**src/rtl/sequence_gen.sv**
```systemverilog
// Simon Says colour sequence store: a free-running Galois LFSR supplies colours,
// one colour is appended per accepted add_step, with a rule that forbids three-in-a-row.
module sequence_gen #(
  parameter int unsigned DEPTH = 32,
  parameter logic [15:0] SEED  = 16'hACE1
) (
  input  logic                           clk,
  input  logic                           reset,
  input  logic                           new_game,
  input  logic                           add_step,
  output logic [DEPTH-1:0][2:0]          segment,
  output logic [$clog2(DEPTH+1)-1:0]     length,
  output logic                           full,
  output logic                           added
);

  localparam int unsigned LenW     = $clog2(DEPTH + 1);
  localparam logic [15:0] SeedInit = (SEED == 16'h0000) ? 16'h0001 : SEED;

  logic [15:0]            lfsr_q, lfsr_d;
  logic [DEPTH-1:0][2:0]  seg_q, seg_d;
  logic [LenW-1:0]        len_q, len_d;
  logic                   full_q, full_d;
  logic                   added_q, added_d;

  logic [1:0] cand, last_c, prev_c, colour;

  always_comb begin
    lfsr_d = {1'b0, lfsr_q[15:1]} ^ (lfsr_q[0] ? 16'hB400 : 16'h0000);

    // Pick out the two most recent colours without a variable-width index.
    last_c = 2'b00;
    prev_c = 2'b00;
    for (int unsigned i = 0; i < DEPTH; i++) begin
      if (LenW'(i + 1) == len_q) last_c = seg_q[i][1:0];
      if (LenW'(i + 2) == len_q) prev_c = seg_q[i][1:0];
    end

    cand   = lfsr_q[1:0];
    colour = ((len_q >= LenW'(2)) && (cand == last_c) && (cand == prev_c)) ? cand + 2'd1 : cand;

    seg_d   = seg_q;
    len_d   = len_q;
    added_d = 1'b0;

    if (new_game) begin
      seg_d = {DEPTH{3'b100}};
      len_d = '0;
    end else if (add_step && !full_q) begin
      for (int unsigned i = 0; i < DEPTH; i++) begin
        if (LenW'(i) == len_q) seg_d[i] = {1'b0, colour};
      end
      len_d   = len_q + LenW'(1);
      added_d = 1'b1;
    end

    full_d = (len_d == LenW'(DEPTH));
  end

  always_ff @(posedge clk or posedge reset) begin
    if (reset) begin
      lfsr_q  <= SeedInit;
      seg_q   <= {DEPTH{3'b100}};
      len_q   <= '0;
      full_q  <= 1'b0;
      added_q <= 1'b0;
    end else begin
      lfsr_q  <= lfsr_d;
      seg_q   <= seg_d;
      len_q   <= len_d;
      full_q  <= full_d;
      added_q <= added_d;
    end
  end

  assign segment = seg_q;
  assign length  = len_q;
  assign full    = full_q;
  assign added   = added_q;

endmodule
```
**config.mk**
```make
export PLATFORM = sky130hd
export DESIGN_NAME = sequence_gen
export DESIGN_NICKNAME = d
export VERILOG_FILES = /design/src/rtl/sequence_gen.sv
export SDC_FILE = /design/constraint.sdc
export NUM_CORES = 1
export LEC_CHECK = 0
export BUFFER_PORTS_ARGS = -buffer_cell sky130_fd_sc_hd__clkbuf_2
export CAP_MARGIN = 20
export CORE_ASPECT_RATIO = 0.6
export CORE_MARGIN = 8
export CORE_UTILIZATION = 45
export DETAILED_ROUTE_END_ITERATION = 8
export MAX_ROUTING_LAYER = met4
export PLACE_DENSITY = 0.65
export REMOVE_ABC_BUFFERS = 1
export SLEW_MARGIN = 20
export SYNTH_ARGS = -nofsm -noshare
export SYNTH_HDL_FRONTEND = slang
export SYNTH_SLANG_ARGS = --single-unit
```
**constraint.sdc**
```tcl
create_clock -name clk -period 4.75 [get_ports clk]
set_input_delay 0.2375 -clock clk [delete_from_list [all_inputs] [get_ports clk]]
set_output_delay 0.2375 -clock clk [all_outputs]
set_load 0.01 [all_outputs]
```
==> impl_results.md <==
* CP max-delay cell: nor3b_2
* Reg-to-reg critical path endpoint: segment[33]
* Worst Skew at 11.8 ps
* FF-to-FF path depth at 12
* Power Total at 2.67 mW
* Hold path endpoint: segment[92]
* Final hold vios at 0
* PwrDens at 309 nW/um^2
* CTS Buf Count at 17
* Ant diodes at 0
* Vias/cell at 6.36
* Max Clk Rate at 0.225 GHz
* Clk sink count at 120
* Fin nets at 874
* Width of the die at 179 um
* # DRC at 0
* Die area at 20,400 sq um
* Ys Warns at 0
* FF+latch count, synth at 120
* GRT Resource Usage Total at 0.268
* R2r setup slk at 300 ps
* Grt total ovfl at 0
* Die H at 114 um
* Max-Cap Viols at 0
* Slowest stage delay, CP at 680 ps
* Slack of the critical path at 297 ps
* CTS root buffer: clkbuf_16
* Post-route ant nets at 0
* Critical path startpoint category: register
* CTS clk-pin slew, worst paths at 60 ps
* IO Pins at 108
* HPWL after DPL at 19,100 um
* HP Class: primary input to register
* Synth unique cells at 78
* Cell area after layout at 8630 sq um
* Synthesized area at 7200 sq um
* Core box area at 15,500 sq um
* Final setup vio count at 0
* Wire length of the first global-routing pass at 41,000 um
* Post-synth top flop: dfrtp_1
* Hold path startpoint: new_game
* CTS max path bufs at 2
* Final Cycle Share at 0.937
* Crit path required time at 5050 ps
* Pre-CTS setup slack at 424 ps
* Post-CTS Hold Fix Bufs at 1
* Clk_lat worst skew at 420 ps
* Vias post-DR at 6,881
* Non-filler instance count after layout at 1,082
* Biggest area consumer among synthesized cells: dfrtp_1
* H-tree depth at 4
* Ranking of synthesized cells by area: dfrtp_1 (28%), dfstp_2 (15%), nand3b_1 (4.9%), o21ai_2 (3.6%), a21o_1 (3.4%)
* Post-synthesis sequential area ratio at 0.424
* Outcome: finished clean
* Reg2Reg Launch Point: length[0]
* Vias in the first global route at 6,538
* Port Buf Inserts at 107
* Post-CTS Setup Inserts at 0
* Number of synthesized flops with an enable pin at 0
* Number of DRC markers in iteration 0 at 737
* Least-Margin Pin Slew at 878 ps
* DP Area at 7980 sq um
* WL final at 26,300 um
* Endpoint type of the worst setup path: register
* LEAKAGE at 3.76 nW
* Fin. max-slew vios at 0
* Crit path kind: register to register
* Ratio of cells with drive above 1 in the final layout at 0.309
* Row count at 35
* Synth top area share at 0.278
* Crit-path cells: ha_1, nor3b_2, nand2_2, a32oi_1, and4_1, nand3_1, a211o_2, and3_4, or3_4, a32oi_4, buf_4, o21ai_2
* RSZ-0062 raised after global routing: no
* Cells after synthesis at 761
* Fin crit period at 4450 ps
* Slew HR at 0.413
* VDD IR max at 0.000191 V
* Mean Syn Cell Area at 9.46 sq um
* P&R area growth vs syn at 19.9%
* Asr flop ratio synth at 1.00
* CTS tree: done
* GPL Wtd Cong at 0.935
* First drt pass iteration count at 4
* Worst Path Max Fanout at 15
* Largest net degree at the start of global routing at 69
* Initial Util at 0.465
* Arr. time, crit path at 4750 ps
* Hold Path Depth at 2
* Initial antenna violation count at 0
* Final setup TNS at 0 ps
* Mean routed wirelength per cell at 24.3 um
* Post-cts sizing count at 0
* Post-Place Cells at 1,049
registers in the layout (all words and copies together) (netlist names):
name / flops
segment: 96
full: 1
added: 1
length: 6
lfsr_q: 16
where the power goes:
group	internal [mW]	total, mW	switching [mW]
Sequential	1.03	1.04	0.00887
Clock	0.893	1.44	0.549
Combinational	0.0539	0.188	0.134
Total	1.98	2.67	0.691
logic make-up after synthesis:
kind of cell | after synthesis | synth area share
DFF | 120 | 0.424
AOI/OAI and AO/OA | 244 | 0.247
muxes | 10 | 0.0144
buffers and inverters | 65 | 0.0443
xor gates and xnor gates | 8 | 0.00973
adders and majority gates | 4 | 0.00695
and+or+nand+nor | 310 | 0.254
worst max-delay path by stage:
stage,startpoint,to,cells past startpoint
final,length[0],segment[33],12
after global routing,length[1],segment[33],12
after CTS,length[0],segment[15],12
after detailed placement,length[0],segment[15],12
after global placement,length[0],segment[24],12
after floorplan,length[0],segment[60],12
area by class of cell:
type,count,area (sq um)
tap,203,254
clock buffer,17,425
multi-input combinational,576,3840
inverter,10,40.0
timing repair buffer,141,806
fill,1403,6870
clock inverter,15,214
sequential,120,3050
synthesized netlist by cell type (all sizes together), types with 3 or more instances:
| library cell | count |
|---|---|
| a211oi | 4 |
| a21o | 33 |
| a21oi | 21 |
| a221o | 4 |
| a221oi | 7 |
| a22oi | 6 |
| a311oi | 4 |
| a31oi | 23 |
| a32o | 3 |
| a32oi | 4 |
| and2b | 4 |
| and3 | 16 |
| and3b | 17 |
| buf | 22 |
| clkbuf | 33 |
| dfrtp | 80 |
| dfstp | 40 |
| ha | 4 |
| inv | 10 |
| mux2i | 10 |
| nand2 | 66 |
| nand2b | 6 |
| nand3 | 37 |
| nand3b | 48 |
| nand4 | 6 |
| nor2 | 52 |
| nor2b | 11 |
| nor3 | 11 |
| nor3b | 11 |
| nor4b | 3 |
| o211ai | 16 |
| o21ai | 75 |
| o221ai | 5 |
| o22ai | 10 |
| o31a | 3 |
| o31ai | 7 |
| o32ai | 3 |
| or2 | 4 |
| or3 | 6 |
| xnor2 | 3 |
| xor2 | 5 |
cells in the final DEF, fill, tap and decap left out, types with 5 or more instances in the layout:
cell type	synthesis	routed
a21o_1	33	33
a21oi_1	21	21
a221oi_1	6	6
a22oi_1	6	6
a31oi_1	23	23
and3_1	15	15
and3b_1	17	17
buf_4	2	32
clkbuf_16	0	17
clkbuf_2	0	106
dfrtp_1	80	80
dfstp_2	40	40
inv_1	10	9
inv_6	0	5
mux2i_1	9	9
nand2_1	65	65
nand2b_1	6	6
nand3_1	37	37
nand3b_1	47	47
nand4_1	6	6
nor2_1	49	49
nor2b_1	11	10
nor3_1	11	11
nor3b_1	8	8
o211ai_1	16	16
o21ai_0	45	45
o21ai_2	30	30
o221ai_1	5	5
o22ai_1	10	10
o31ai_1	6	6
or3_1	5	5
xor2_1	5	5
stage by stage:
| stage | utilization | hold slack, ps |
|---|---|---|
| floorplan | - | 304 |
| global placement | 0.515 | 336 |
| detailed placement | 0.515 | 336 |
| CTS | 0.557 | 60.9 |
| global route | 0.557 | 69.0 |
| finish | 0.557 | 75.4 |
worst max-delay path: cells and delay by family, from the launching register on:
family,cells,cell delay (ps)
buffers and inverters,1,340
DFF,1,450
and+or+nand+nor,6,2020
adders and majority gates,1,440
AOI/OAI and AO/OA,4,1060
layer usage:
metal,wire [um],GRT usage
met1,13100,0.412
met4,302,0.0547
met3,2660,0.0835
met5,0,-
met2,10200,0.328
Power figures use the tool's default switching activity.
